--- src/rtl/decode_pkg.sv ---
// Shared RV32I decode constants: opcodes, funct7 values, ALU op encoding and immediate formats.
// Optional M-extension ALU codes are present when DECODE_RV32M_EN is defined.
package decode_pkg;

  localparam logic [6:0] OPC_LUI    = 7'b0110111;
  localparam logic [6:0] OPC_AUIPC  = 7'b0010111;
  localparam logic [6:0] OPC_JAL    = 7'b1101111;
  localparam logic [6:0] OPC_JALR   = 7'b1100111;
  localparam logic [6:0] OPC_BRANCH = 7'b1100011;
  localparam logic [6:0] OPC_LOAD   = 7'b0000011;
  localparam logic [6:0] OPC_STORE  = 7'b0100011;
  localparam logic [6:0] OPC_OPIMM  = 7'b0010011;
  localparam logic [6:0] OPC_OP     = 7'b0110011;

  localparam logic [6:0] F7_BASE    = 7'b0000000;
  localparam logic [6:0] F7_ALT     = 7'b0100000;
  localparam logic [6:0] F7_MULDIV  = 7'b0000001;

  localparam logic [3:0] ALU_ADD    = 4'h0;
  localparam logic [3:0] ALU_SUB    = 4'h1;
  localparam logic [3:0] ALU_SLL    = 4'h2;
  localparam logic [3:0] ALU_SLT    = 4'h3;
  localparam logic [3:0] ALU_SLTU   = 4'h4;
  localparam logic [3:0] ALU_XOR    = 4'h5;
  localparam logic [3:0] ALU_SRL    = 4'h6;
  localparam logic [3:0] ALU_SRA    = 4'h7;
  localparam logic [3:0] ALU_OR     = 4'h8;
  localparam logic [3:0] ALU_AND    = 4'h9;
`ifdef DECODE_RV32M_EN
  // Only 16 codes exist: REM/REMU alias DIV/DIVU and execute splits them on funct3[1].
  localparam logic [3:0] ALU_MUL    = 4'hA;
  localparam logic [3:0] ALU_MULH   = 4'hB;
  localparam logic [3:0] ALU_MULHSU = 4'hC;
  localparam logic [3:0] ALU_MULHU  = 4'hD;
  localparam logic [3:0] ALU_DIV    = 4'hE;
  localparam logic [3:0] ALU_DIVU   = 4'hF;
  localparam logic [3:0] ALU_REM    = 4'hE;
  localparam logic [3:0] ALU_REMU   = 4'hF;
`endif

  typedef enum logic [2:0] {
    IMM_I = 3'd0,
    IMM_S = 3'd1,
    IMM_B = 3'd2,
    IMM_U = 3'd3,
    IMM_J = 3'd4
  } imm_type_e;

  function automatic logic [3:0] base_alu_op(input logic [2:0] f3, input logic alt);
    logic [3:0] op;
    case (f3)
      3'b000:  op = alt ? ALU_SUB : ALU_ADD;
      3'b001:  op = ALU_SLL;
      3'b010:  op = ALU_SLT;
      3'b011:  op = ALU_SLTU;
      3'b100:  op = ALU_XOR;
      3'b101:  op = alt ? ALU_SRA : ALU_SRL;
      3'b110:  op = ALU_OR;
      default: op = ALU_AND;
    endcase
    return op;
  endfunction

`ifdef DECODE_RV32M_EN
  function automatic logic [3:0] muldiv_alu_op(input logic [2:0] f3);
    logic [3:0] op;
    case (f3)
      3'b000:  op = ALU_MUL;
      3'b001:  op = ALU_MULH;
      3'b010:  op = ALU_MULHSU;
      3'b011:  op = ALU_MULHU;
      3'b100:  op = ALU_DIV;
      3'b101:  op = ALU_DIVU;
      3'b110:  op = ALU_REM;
      default: op = ALU_REMU;
    endcase
    return op;
  endfunction
`endif

endpackage

--- src/rtl/decode_stage_imm_gen.sv ---
// Combinational immediate generator: selects and sign-extends the RV32I immediate by format.
module decode_stage_imm_gen
  import decode_pkg::*;
(
  input  logic [31:7] ir,
  input  imm_type_e   imm_type,
  output logic [31:0] imm
);

  always_comb begin
    imm = 32'h0;
    case (imm_type)
      IMM_I: imm = {{20{ir[31]}}, ir[31:20]};
      IMM_S: imm = {{20{ir[31]}}, ir[31:25], ir[11:7]};
      IMM_B: imm = {{19{ir[31]}}, ir[31], ir[7], ir[30:25], ir[11:8], 1'b0};
      IMM_U: imm = {ir[31:12], 12'h000};
      IMM_J: imm = {{11{ir[31]}}, ir[31], ir[19:12], ir[20], ir[30:21], 1'b0};
      default: imm = 32'h0;
    endcase
  end

endmodule

--- src/rtl/decode_stage.sv ---
// RV32I decode stage with registered ID/EX outputs, load-use stall, flush and bubble counter.
// Define DECODE_RV32M_EN to accept the M-extension (funct7=0000001) OP encodings.
module decode_stage
  import decode_pkg::*;
#(
  parameter logic [31:0] RESET_PC = 32'h0000_8000,
  parameter int          CNT_W    = 32
) (
  input  logic             clk,
  input  logic             reset,
  input  logic [31:0]      ir,
  input  logic [31:0]      pc1,
  input  logic             valid_in,
  input  logic             stall_in,
  input  logic             flush,
  input  logic             ex_valid,
  input  logic             ex_is_load,
  input  logic [4:0]       ex_rd,
  output logic             stall_out,
  output logic             valid_out,
  output logic [31:0]      pc_out,
  output logic [4:0]       rs1,
  output logic [4:0]       rs2,
  output logic [4:0]       rd,
  output logic [31:0]      imm,
  output logic [2:0]       funct3,
  output logic [3:0]       alu_op,
  output logic             is_load,
  output logic             is_store,
  output logic             is_branch,
  output logic             is_jal,
  output logic             is_jalr,
  output logic             is_lui,
  output logic             is_auipc,
  output logic             reg_we,
  output logic             illegal,
  output logic [CNT_W-1:0] bubble_cnt
);

  logic [6:0]  w_opcode;
  logic [6:0]  w_f7;
  logic [2:0]  w_f3;
  logic [4:0]  w_rs1, w_rs2, w_rd;
  logic [31:0] w_imm;
  imm_type_e   w_imm_type;
  logic [3:0]  w_alu_op;
  logic        w_illegal, w_writes, w_uses_rs1, w_uses_rs2;
  logic        w_load, w_store, w_branch, w_jal, w_jalr, w_lui, w_auipc;
  logic        w_reg_we, w_hazard;

  logic             r_valid;
  logic [31:0]      r_pc;
  logic [4:0]       r_rs1, r_rs2, r_rd;
  logic [31:0]      r_imm;
  logic [2:0]       r_funct3;
  logic [3:0]       r_alu_op;
  logic             r_load, r_store, r_branch, r_jal, r_jalr, r_lui, r_auipc;
  logic             r_reg_we, r_illegal;
  logic [CNT_W-1:0] r_bubble_cnt;

  assign w_opcode = ir[6:0];
  assign w_rd     = ir[11:7];
  assign w_f3     = ir[14:12];
  assign w_rs1    = ir[19:15];
  assign w_rs2    = ir[24:20];
  assign w_f7     = ir[31:25];

  always_comb begin
    w_illegal  = 1'b0;
    w_writes   = 1'b0;
    w_uses_rs1 = 1'b0;
    w_uses_rs2 = 1'b0;
    w_load     = 1'b0;
    w_store    = 1'b0;
    w_branch   = 1'b0;
    w_jal      = 1'b0;
    w_jalr     = 1'b0;
    w_lui      = 1'b0;
    w_auipc    = 1'b0;
    w_alu_op   = ALU_ADD;
    w_imm_type = IMM_I;
    if (ir[1:0] != 2'b11) begin
      w_illegal = 1'b1;
    end else begin
      case (w_opcode)
        OPC_LUI:   begin w_lui = 1'b1; w_writes = 1'b1; w_imm_type = IMM_U; end
        OPC_AUIPC: begin w_auipc = 1'b1; w_writes = 1'b1; w_imm_type = IMM_U; end
        OPC_JAL:   begin w_jal = 1'b1; w_writes = 1'b1; w_imm_type = IMM_J; end
        OPC_JALR:  begin w_jalr = 1'b1; w_writes = 1'b1; w_uses_rs1 = 1'b1; end
        OPC_BRANCH: begin
          w_branch   = 1'b1;
          w_uses_rs1 = 1'b1;
          w_uses_rs2 = 1'b1;
          w_imm_type = IMM_B;
          w_alu_op   = ALU_SUB;
        end
        OPC_LOAD:  begin w_load = 1'b1; w_writes = 1'b1; w_uses_rs1 = 1'b1; end
        OPC_STORE: begin
          w_store    = 1'b1;
          w_uses_rs1 = 1'b1;
          w_uses_rs2 = 1'b1;
          w_imm_type = IMM_S;
        end
        OPC_OPIMM: begin
          w_writes   = 1'b1;
          w_uses_rs1 = 1'b1;
          w_alu_op   = base_alu_op(w_f3, 1'b0);
          // Shift-immediates reuse funct7 to pick SRL/SRA; anything else there is illegal.
          if (w_f3 == 3'b001 && w_f7 != F7_BASE) w_illegal = 1'b1;
          if (w_f3 == 3'b101) begin
            if (w_f7 == F7_ALT)        w_alu_op  = ALU_SRA;
            else if (w_f7 != F7_BASE)  w_illegal = 1'b1;
          end
        end
        OPC_OP: begin
          w_writes   = 1'b1;
          w_uses_rs1 = 1'b1;
          w_uses_rs2 = 1'b1;
          if (w_f7 == F7_BASE)
            w_alu_op = base_alu_op(w_f3, 1'b0);
          else if (w_f7 == F7_ALT && (w_f3 == 3'b000 || w_f3 == 3'b101))
            w_alu_op = base_alu_op(w_f3, 1'b1);
`ifdef DECODE_RV32M_EN
          else if (w_f7 == F7_MULDIV)
            w_alu_op = muldiv_alu_op(w_f3);
`endif
          else
            w_illegal = 1'b1;
        end
        default: w_illegal = 1'b1;
      endcase
    end
    if (w_illegal) begin
      w_writes = 1'b0;
      w_load   = 1'b0;
      w_store  = 1'b0;
      w_branch = 1'b0;
      w_jal    = 1'b0;
      w_jalr   = 1'b0;
      w_lui    = 1'b0;
      w_auipc  = 1'b0;
    end
  end

  decode_stage_imm_gen u_imm_gen (
    .ir       (ir[31:7]),
    .imm_type (w_imm_type),
    .imm      (w_imm)
  );

  assign w_reg_we  = w_writes & (w_rd != 5'd0);
  assign w_hazard  = valid_in & ex_valid & ex_is_load & (ex_rd != 5'd0) &
                     ((w_uses_rs1 & (w_rs1 == ex_rd)) | (w_uses_rs2 & (w_rs2 == ex_rd)));
  assign stall_out = stall_in | (w_hazard & ~flush);

  always_ff @(posedge clk) begin
    if (!reset) begin
      r_valid      <= 1'b0;
      r_pc         <= RESET_PC;
      r_rs1        <= '0;
      r_rs2        <= '0;
      r_rd         <= '0;
      r_imm        <= '0;
      r_funct3     <= '0;
      r_alu_op     <= '0;
      r_load       <= 1'b0;
      r_store      <= 1'b0;
      r_branch     <= 1'b0;
      r_jal        <= 1'b0;
      r_jalr       <= 1'b0;
      r_lui        <= 1'b0;
      r_auipc      <= 1'b0;
      r_reg_we     <= 1'b0;
      r_illegal    <= 1'b0;
      r_bubble_cnt <= '0;
    end else if (flush) begin
      r_valid <= 1'b0;
    end else if (stall_in) begin
      r_valid <= r_valid;
    end else if (w_hazard) begin
      r_valid <= 1'b0;
      if (r_bubble_cnt != {CNT_W{1'b1}})
        r_bubble_cnt <= r_bubble_cnt + {{(CNT_W-1){1'b0}}, 1'b1};
    end else begin
      r_valid   <= valid_in;
      r_pc      <= pc1;
      r_rs1     <= w_rs1;
      r_rs2     <= w_rs2;
      r_rd      <= w_rd;
      r_imm     <= w_imm;
      r_funct3  <= w_f3;
      r_alu_op  <= w_alu_op;
      r_load    <= w_load;
      r_store   <= w_store;
      r_branch  <= w_branch;
      r_jal     <= w_jal;
      r_jalr    <= w_jalr;
      r_lui     <= w_lui;
      r_auipc   <= w_auipc;
      r_reg_we  <= w_reg_we;
      r_illegal <= w_illegal;
    end
  end

  assign valid_out  = r_valid;
  assign pc_out     = r_pc;
  assign rs1        = r_rs1;
  assign rs2        = r_rs2;
  assign rd         = r_rd;
  assign imm        = r_imm;
  assign funct3     = r_funct3;
  assign alu_op     = r_alu_op;
  assign is_load    = r_load;
  assign is_store   = r_store;
  assign is_branch  = r_branch;
  assign is_jal     = r_jal;
  assign is_jalr    = r_jalr;
  assign is_lui     = r_lui;
  assign is_auipc   = r_auipc;
  assign reg_we     = r_reg_we;
  assign illegal    = r_illegal;
  assign bubble_cnt = r_bubble_cnt;

endmodule

--- config.mk ---
export PLATFORM = sky130hd
export DESIGN_NAME = decode_stage
export DESIGN_NICKNAME = d
export VERILOG_FILES = /design/src/rtl/decode_pkg.sv /design/src/rtl/decode_stage_imm_gen.sv /design/src/rtl/decode_stage.sv
export SDC_FILE = /design/constraint.sdc
export NUM_CORES = 1
export LEC_CHECK = 0
export CAP_MARGIN = 20
export CORE_MARGIN = 4
export CORE_UTILIZATION = 45
export DETAILED_ROUTE_END_ITERATION = 6
export PLACE_DENSITY = 0.83
export SETUP_SLACK_MARGIN = 0.4
export SLEW_MARGIN = 0
export SYNTH_ARGS = -nofsm -noshare
export SYNTH_HDL_FRONTEND = slang
export SYNTH_SLANG_ARGS = --single-unit
export TNS_END_PERCENT = 20
--- constraint.sdc ---
create_clock -name clk -period 2.7 [get_ports clk]
set_clock_uncertainty 0.05 [all_clocks]
set_input_delay 0.27 -clock clk [delete_from_list [all_inputs] [get_ports clk]]
set_output_delay 0.27 -clock clk [all_outputs]
set_load 0.01 [all_outputs]
-- After elaboration in Yosys (flattened, before gate mapping)
Index checks and enable logic that the tools add are counted.
- register bits: 128
- bits of input ports: 76
- output and inout bits: 129
- logic and storage cells: 122
- add/sub/neg operators: 1
- equal/unequal tests: 24
- muxes and demuxes: 48
- bitwise logic cells: 14
- reductions and logical operators: 17
- operators by type and width (kind ; count):
    $pmux 32 s5 ; 1
    $pmux 4 s7 ; 2
    $mux 1 ; 36
    $add 32x1->32 const B ; 1
    $ne 32x32->1 const B ; 1
    $eq 7x6->1 const B ; 4
    $eq 7x7->1 const B ; 3
    $mux 4 ; 5
    $eq 7x5->1 const B ; 2
    $reduce_or 7->1 ; 2
    $eq 3x2->1 const B ; 4
    $eq 3x3->1 const B ; 4
    $pmux 3 s4 ; 1
    $pmux 4 s3 ; 1
    $eq 5x5->1 ; 2
    $reduce_bool 5->1 ; 2
    $and 1x1->1 ; 8
    $eq 7x2->1 const B ; 1
    $logic_not 7->1 ; 1
    $reduce_bool 7->1 ; 1
    $eq 3x1->1 const B ; 2
    $logic_not 3->1 ; 2
    $reduce_or 6->1 ; 1
    $not 1->1 ; 4
    10 further kinds ; 13

-- Longest topological paths before layout
Gate-level depths: netlist of run 1.
- depth after elaboration: 10
- gate-level depth with buffers: 10

-- Modules after synthesis
Synthesis of run 1 repeated with hierarchy kept, for this count alone.
- cells, all modules: 821
- area total of the unflattened synthesis: 6322.3 um2
- by module, submodules not included (module ; instances ; cells each ; area an instance (um2) ; sequential area each (um2)):
    decode_stage ; 1 ; 727 ; 5781.8 ; 2562.5
    decode_stage_imm_gen ; 1 ; 94 ; 540.5 ; 0.0

-- Least setup slack after synthesis of run 1
No wires, ideal clock.
- kind: reg-to-reg
- from: register r_bubble_cnt[0], in the netlist bubble_cnt[0]
- to: register r_bubble_cnt[1], in the netlist bubble_cnt[1]
- data arrival time: 2011 ps
- data required time: 2522 ps
- slack: 512 ps
- cell stages (with the launch flop): 11
- path buffers: 3
- period minus slack after synthesis: 2188 ps
- path through: dfxtp_1 > ha_1 > nand2_1 > nor4_1 > nand4_1 > nand3_1 > buf_2 > buf_6 > buf_2 > mux2i_1 > nor2_1
- word-level cells in the longest chain between the ends: 2
- elaborated cells between the ends (all ways): 3
- those cells by class: add/sub (1); eq/ne (1); reduce/logical (1)
- ends and longest elaborated chain (item ; line ; text):
    from (decl) ; decode_stage.sv:59 ; logic [CNT_W-1:0] r_bubble_cnt;
    from (signal assigned) ; decode_stage.sv:183 ; r_bubble_cnt <= r_bubble_cnt + {{(CNT_W-1){1'b0}}, 1'b1};
    branches (longest 2 deep; another with $add 32x1->32) ; n/a ;
Several ways; the timed one is not identified.
A chain may end at the register's enable or synchronous reset.

-- Final worst setup path of run 1
- from: input port ex_rd[4]
- to: output port stall_out
- word-level cells in the longest chain between the ends: 6
- elaborated cells between the ends (all ways): 10
- those cells by class: eq/ne (2); bitwise (7); reduce/logical (1)
- ends and longest elaborated chain (item ; line ; text):
    from (decl) ; decode_stage.sv:18 ; input logic [4:0] ex_rd,
    $eq 5x5->1 ; decode_stage.sv:153 ; ((w_uses_rs1 & (w_rs1 == ex_rd)) | (w_uses_rs2 & (w_rs2 == ex_rd)));
    $and 1x1->1 ; decode_stage.sv:153 ;
    $or 1x1->1 ; decode_stage.sv:153 ;
    $and 1x1->1 * ; decode_stage.sv:152 ; assign w_hazard = valid_in & ex_valid & ex_is_load & (ex_rd != 5'd0) &
    $and 1x1->1 * ; decode_stage.sv:154 ; assign stall_out = stall_in | (w_hazard & ~flush);
    $or 1x1->1 * ; decode_stage.sv:154 ;
    to (decl) ; decode_stage.sv:19 ; output logic stall_out,
Every way passes the cells marked *; elsewhere a longest branch is shown, timed or not.

==> results of run 1 <==
per-stage QoR:
step,area (µm²),cells,power [mW]
floorplan,5570,712,2.26
global placement,7980,1071,2.62
detailed placement,7980,1071,2.63
CTS,8730,1107,5.42
global route,8770,1107,5.55
finish,8770,1107,5.39
cells in the mapped netlist (3+ instances only):
master	instances
sky130_fd_sc_hd__nand4_1	15
sky130_fd_sc_hd__buf_2	11
sky130_fd_sc_hd__nand2_1	154
sky130_fd_sc_hd__nand2b_1	11
sky130_fd_sc_hd__inv_1	8
sky130_fd_sc_hd__dfxtp_1	128
sky130_fd_sc_hd__and3_1	4
sky130_fd_sc_hd__nor3_1	24
sky130_fd_sc_hd__and2_1	3
sky130_fd_sc_hd__nand3_1	34
sky130_fd_sc_hd__or2_2	3
sky130_fd_sc_hd__or4_1	9
sky130_fd_sc_hd__xor2_1	3
sky130_fd_sc_hd__nor4_1	4
sky130_fd_sc_hd__o21ai_0	37
sky130_fd_sc_hd__clkbuf_1	36
sky130_fd_sc_hd__o31ai_1	12
sky130_fd_sc_hd__a221oi_1	4
sky130_fd_sc_hd__a211oi_1	12
sky130_fd_sc_hd__nor2_1	36
sky130_fd_sc_hd__or3_1	15
sky130_fd_sc_hd__xnor2_1	11
sky130_fd_sc_hd__mux2i_1	3
sky130_fd_sc_hd__a31oi_1	12
sky130_fd_sc_hd__o211ai_1	3
sky130_fd_sc_hd__a21oi_1	85
metal layers:
layer	GRT usage, %	up-vias	wire length [µm]	share of wire (%)
li1	-	2939	-	-
met1	30.8	2846	7600	40
met2	42.0	279	9010	48
met3	7.93	43	1670	8.9
met4	10.6	0	498	2.7
met5	0	-	0	0
critical path, stage by stage:
cell and delay (ns):
sky130_fd_sc_hd__clkdlybuf4s50_1 0.56, sky130_fd_sc_hd__nor2_1 0.08, sky130_fd_sc_hd__a211oi_2 0.34, sky130_fd_sc_hd__buf_4 0.21
sky130_fd_sc_hd__nand2_1 0.07, sky130_fd_sc_hd__o21bai_1 0.15, sky130_fd_sc_hd__dlygate4sd2_1 0.29
logic make-up (layout without fill, tap and decap cells):
kind of cell    after synthesis  after routing  synth area share (%)
mux                           3              3                 0.539
compound gates              182            182                  19.3
buf+inv                      59            286                  4.36
flops                       128            128                  46.0
fa+ha+maj                     1              1                 0.225
simple gates                325            325                  27.3
xor+xnor                     14             14                  2.20
worst paths after layout:
path	startpoint	end	slack, ns	cells after the start
worst max-delay path	ex_rd[4]	stall_out	0.42	7
worst min-delay path	pc1[23]	pc_out[23]	0.35	3
worst max register to register	bubble_cnt[0]	bubble_cnt[28]	0.47	7
worst min register to register	pc_out[6]	pc_out[6]	0.40	2
power groups by stage:
stage / registers (mW) / clock network, mW / logic (mW)
2_1_floorplan: 2.06 / 0 / 0.202
3_3_place_gp: 2.03 / 0 / 0.591
3_5_place_dp: 2.03 / 0 / 0.598
4_1_cts: 1.99 / 2.82 / 0.605
5_1_grt: 2.00 / 2.91 / 0.647
6_report: 1.99 / 2.80 / 0.607
area by class of cell:
| type | count | area, µm² |
|---|---|---|
| well taps | 168 | 210 |
| fillers | 880 | 3290 |
| clock buffers | 22 | 464 |
| inverters | 9 | 33.8 |
| clock inverters | 10 | 254 |
| flip-flops and latches | 128 | 2570 |
| repair buffers | 245 | 2420 |
| multi-input cells | 525 | 2820 |
state kept, by name, indices dropped and copies added (netlist names), 3 cells and up:
name,flops
bubble_cnt,32
rd,5
rs2,5
pc_out,32
alu_op,4
imm,32
rs1,5
funct3,3
repair_timing:
item	4_1_cts	5_1_grt
setup endpoints to repair	4	11
gates resized for setup	5	11
pin swaps	3	4
buffers inserted	4	0
cloned	0	0
hold buffers	0	0
==> key figures, run 1 <==
Outcome
  • Result of the run: finished, final reports clean

Yosys
  • Register bit count reported by yosys: 128
  • Synth Net Count: 789
  • Post-synth design cell area: 5570 µm²
  • Avg Synthesized Cell Area: 7.82 µm²
  • Share of the synthesized area in the top cell type: 46.0%
  • Gate count after technology mapping: 712
  • Share of flip-flops with an asynchronous set or reset after synthesis: 0%
  • Primary flip-flop cell chosen by synthesis mapping: sky130_fd_sc_hd__dfxtp_1
  • YS warnings: 0
  • Count of flip-flops with a built-in enable after synthesis: 0
  • Distinct cell type count of the synthesized netlist: 51
  • Sequential-to-total area share from yosys stat: 46.0%
  • Synth area leaders: sky130_fd_sc_hd__dfxtp_1, sky130_fd_sc_hd__nand2_1, sky130_fd_sc_hd__a21oi_1, sky130_fd_sc_hd__o21ai_0, sky130_fd_sc_hd__nand3_1
  • Yosys top cell by area: sky130_fd_sc_hd__dfxtp_1

Place
  • Detailed placer's ending HPWL: 13400 µm
  • PortBufs: 204
  • Placement Setup Slack: -0.0274 ns
  • RD Place Congestion: 0.977

Drt
  • Detailed-route vias per instance: 5.52
  • Post-DR wirelength/cell: 17.0 µm
  • Count of TritonRoute iterations in the first routing pass: 7
  • Initial DRC count: 659
  • Wirelength, routed: 18800 µm
  • Residual DRC: 0
  • Via total after detailed routing: 6107
  • Remaining antenna violation count after routing: 0

Clocking
  • Clock H-tree levels: 4
  • Clock-pin slew reported for the worst setup and hold paths after clock tree synthesis: 0.05 ns
  • Clock network latency to the later pin of the worst-skew pair: 0.41 ns
  • Buffers from clock root to sink, at most: 2
  • TritonCTS Buffers: 17
  • Root buffer cell: sky130_fd_sc_hd__clkbuf_16
  • Clock tree from TritonCTS: done
  • Total number of clock tree sinks: 128

STA
  • Post-layout min period: 2.28 ns
  • Finish-stage setup viols: 0
  • Setup repair after global routing missed its margin: true
  • Number of max-slew violations in the final report: 0
  • Setup Total Neg Slack: 0 ns
  • Number of hold-slack violations in the final timing report: 0
  • Hold WS: 0.352 ns
  • Max Clk Rate: 0.438 GHz
  • Measured slew at the worst slew-check pin: 0.584 ns
  • Setup ws final: 0.416 ns
  • Worst max-slew margin expressed relative to the limit: 60.9%
  • Final period util: 84.6%

Power
  • Cell Int Power: 4.24 mW
  • Portion of total power attributed to combinational logic: 11.3%
  • Static leakage power: 3.08 nW
  • Sequential power share: 36.9%
  • Switching part of the total: 21.4%
  • Power per unit of standard cell area: 615 nW/µm²
  • Peak supply drop: 0.000677 V
  • Part of the total power dissipated in the clock network: 51.8%
  • Power dissipated by switching net loads: 1.16 mW

Setup path
  • Critical path required time: 2.38 ns
  • Worst path arrival time: 1.96 ns
  • Type of element capturing the critical path: output pin
  • Worst Setup Path Type: input port to output pin
  • Max FO, Critical Path: 3
  • Kind of start point of the critical path: input port

Global routing
  • GRT Util Overall: 25.5%
  • Number of global-route vias before repair: 5758
  • Global-route wire length before repair: 29100 µm
  • Antenna violations before repair: 0
  • GRT Residual Overflow: 0
  • Pin count of the biggest net entering global routing: 54

Final layout
  • Final layout net count: 1003
  • Most common cell after layout, fill and taps aside: sky130_fd_sc_hd__clkdlybuf4s50_1
  • Share of layout cells above drive strength 1: 9.58%
  • Ant. Diodes: 0
  • Layout Area Growth over Synthesis: 57.5%
  • Post-route core utilization: 72.7%
  • Leading cell types in the layout, fill and taps excluded: sky130_fd_sc_hd__clkdlybuf4s50_1, sky130_fd_sc_hd__nand2_1, sky130_fd_sc_hd__dfxtp_1, sky130_fd_sc_hd__a21oi_1, sky130_fd_sc_hd__o21ai_0

Die
  • Die X-Extent: 119 µm
  • DIE HEIGHT: 119 µm
  • Floorplan row count: 40
  • Area of the core: 12100 µm²
  • Starting Density: 46.2%
  • Boundary Pins: 205
  • Die outline area: 14200 µm²

Min path
  • Worst Hold Class: input port to flop

Job
  • Maximum Capacitance Violations: 0
Note: power is estimated with default switching activity, not from simulation.
==> inputs of run 2 (changes only) <==
- CORE_UTILIZATION: 45 -> 40
- PLACE_DENSITY: 0.83 -> 0.78
- clock period: 2.7 -> 2 ns (I/O delays scaled with it)
==> run 2 against run 1 <==
Against the previous run: non-clock buffer count grew 105; via count grew 19%; the flow now finishes with violations (setup timing); cell count grew 10%; clock power grew 22%.
==> key figures, run 2 (same netlist as run 1, synthesis figures left out) <==
Outcome
  • Result of the run: finished, violations left
  • Violated checks: setup timing

STA
  • Number of max-slew violations in the final report: 0 (unchanged)
  • Post-layout min period: 2.04 ns
  • Measured slew at the worst slew-check pin: 0.813 ns (+0.229 ns)
  • Final period util: 102%
  • Hold WS: 0.172 ns (-0.181 ns)
  • Max Clk Rate: 0.490 GHz
  • Worst max-slew margin expressed relative to the limit: 45.7% (-15 points)
  • Finish-stage setup viols: 3 (+3)
  • Number of hold-slack violations in the final timing report: 0 (unchanged)
  • Setup repair after global routing missed its margin: true
  • Setup ws final: -0.0390 ns (-0.455 ns)

Place
  • RD Place Congestion: 0.868 (-11%)
  • Placement Setup Slack: -0.482 ns (-0.454 ns)
  • Placed cell count: 1156 (+7.9%)
  • Detailed placer's ending HPWL: 14100 µm (+5.2%)
  • Instance area after placement: 8630 µm² (+8.2%)
  • PortBufs: 204 (unchanged)

Setup path
  • Reg2reg start: bubble_cnt[17]
  • Max FO, Critical Path: 4 (+1)
  • Critical path required time: 2.29 ns (-0.09 ns)
  • Setup slack on the worst flop-to-flop path: -0.04 ns (-0.51 ns)
  • Worst Setup Path Type: flop to flop
  • Worst path arrival time: 2.33 ns (+0.37 ns)
  • First element of the critical path: bubble_cnt[17]
  • Kind of start point of the critical path: flop
  • Type of element capturing the critical path: flop

Clocking
  • Clock tree from TritonCTS: done
  • Root buffer cell: sky130_fd_sc_hd__clkbuf_16
  • Clock network latency to the later pin of the worst-skew pair: 0.42 ns (about the same)
  • Buffers from clock root to sink, at most: 2 (unchanged)
  • TritonCTS Buffers: 17 (unchanged)
  • Total number of clock tree sinks: 128 (unchanged)
  • Clock H-tree levels: 4 (unchanged)
  • Cts hold-fix bufs: 0 (unchanged)
  • Clock-pin slew reported for the worst setup and hold paths after clock tree synthesis: 0.06 ns (about the same)

Die
  • Die X-Extent: 126 µm (+5.7%)
  • Boundary Pins: 205 (unchanged)
  • Die outline area: 15900 µm² (+12%)
  • Floorplan row count: 42 (+5.0%)
  • DIE HEIGHT: 126 µm (+5.7%)
  • Starting Density: 41.4% (-4.8 points)
  • Area of the core: 13500 µm² (+12%)

Global routing
  • Global-route wire length before repair: 32900 µm (+13%)
  • Number of global-route vias before repair: 6400 (+11%)
  • GRT Residual Overflow: 0 (unchanged)
  • Antenna violations before repair: 0 (unchanged)
  • GRT Util Overall: 25.7% (+0.19 points)
  • Pin count of the biggest net entering global routing: 51 (-5.6%)

Drt
  • Detailed-route vias per instance: 5.98 (+8.4%)
  • Remaining antenna violation count after routing: 0 (unchanged)
  • Post-DR wirelength/cell: 22.2 µm (+31%)
  • Via total after detailed routing: 7293 (+19%)
  • Initial DRC count: 848 (+29%)
  • Residual DRC: 0 (unchanged)
  • Wirelength, routed: 27100 µm (+44%)
  • Count of TritonRoute iterations in the first routing pass: 6 (-1)

Final layout
  • Final standard cell area without fillers: 11200 µm² (+28%)
  • Most common cell after layout, fill and taps aside: sky130_fd_sc_hd__dfxtp_1
  • Area of all sequential standard cells: 2600 µm² (+1.4%)
  • Leading cell types in the layout, fill and taps excluded: sky130_fd_sc_hd__dfxtp_1, sky130_fd_sc_hd__clkdlybuf4s50_1, sky130_fd_sc_hd__buf_4, sky130_fd_sc_hd__nand2_1, sky130_fd_sc_hd__dlymetal6s2s_1
  • Multi-input combinational cell area: 4010 µm² (+42%)
  • Ant. Diodes: 0 (unchanged)
  • Final layout net count: 1108 (+10%)
  • Non-filler instance count after layout: 1220 (+10%)
  • Share of layout cells above drive strength 1: 41.2% (+32 points)
  • Filler instances: 655 (-26%)
  • Post-route core utilization: 83.4% (+11 points)
  • Layout Area Growth over Synthesis: 101%

Min path
  • Worst Hold Class: input port to flop
  • Startpoint of the tightest hold check path: ir[23]

Power
  • Static leakage power: 5.42 nW (+76%)
  • Power per unit of standard cell area: 654 nW/µm² (+6.4%)
  • Peak supply drop: 0.000526 V (-22%)

Job
  • Maximum Capacitance Violations: 0 (unchanged)
==> run 2: changes by cell type in the layout (fill, tap and decap cells not counted), sizes merged <==
cell,change
buf,+117
dlymetal6s2s,+68
clkinvlp,+3
dlygate4sd2,+6
clkbuf,+2
clkinv,+4
clkdlybuf4s15,+5
clkdlybuf4s50,-96
bufinv,-4
==> run 2: metrics by stage <==
| stage | TNS (ns) | power, mW |
|---|---|---|
| floorplan | 0 | 3.05 |
| global placement | -42.64 | 3.56 |
| detailed placement | -48.26 | 3.57 |
| CTS | 0 | 7.01 |
| global route | -0.440 | 7.50 |
| finish | -0.0627 | 7.34 |
==> run 2: final timing paths <==
kind / endpoint / depth (start not counted)
min reg2reg: rd[2] / 2
min: rs2[3] / 4
max: bubble_cnt[13] / 8
max reg2reg: bubble_cnt[13] / 8
==> run 2: layout make-up <==
type | count | share of cell area [%]
Multi-Input combinational cell | 525 | 35.8
Timing Repair Buffer | 350 | 33.0
Sequential cell | 128 | 23.2
Clock buffer | 19 | 4.14
Tap cell | 176 | 1.96
Clock inverter | 13 | 1.64
Inverter | 9 | 0.301
==> run 2: repair_timing <==
action,in CTS,in global routing
gates cloned,6,4
setup endpoints to repair,158,198
pin swaps,44,168
setup buffers,14,8
endpoints found under the hold margin,0,0
resized for setup,147,359
==> run 2: layer usage <==
| layer | wire, µm | GRT usage [%] | vias up |
|---|---|---|---|
| li1 | - | - | 3170 |
| met1 | 9800 | 29.8 | 3505 |
| met2 | 13600 | 43.8 | 475 |
| met3 | 2180 | 8.21 | 143 |
| met4 | 1570 | 10.5 | 0 |
| met5 | 0 | 0 | - |
==> run 2: where the power goes <==
| group | switching [mW] | internal, mW | leakage, nW | total (mW) |
|---|---|---|---|---|
| Clock | 1.23 | 2.19 | 0.310 | 3.42 |
| Combinational | 0.605 | 0.599 | 4.05 | 1.20 |
| Sequential | 0.0790 | 2.63 | 1.06 | 2.71 |
| Total | 1.91 | 5.42 | 5.42 | 7.34 |
==> run 2: worst max-delay path: stages, from the launching register on <==
cell                      delay [ns]
sky130_fd_sc_hd__dfxtp_1        0.38
sky130_fd_sc_hd__nand3_1        0.19
sky130_fd_sc_hd__nor4_1         0.32
sky130_fd_sc_hd__nand4_1        0.24
sky130_fd_sc_hd__buf_4          0.23
sky130_fd_sc_hd__nand4_1        0.14
sky130_fd_sc_hd__buf_4          0.14
sky130_fd_sc_hd__o21ai_0        0.09
sky130_fd_sc_hd__a21oi_1        0.19
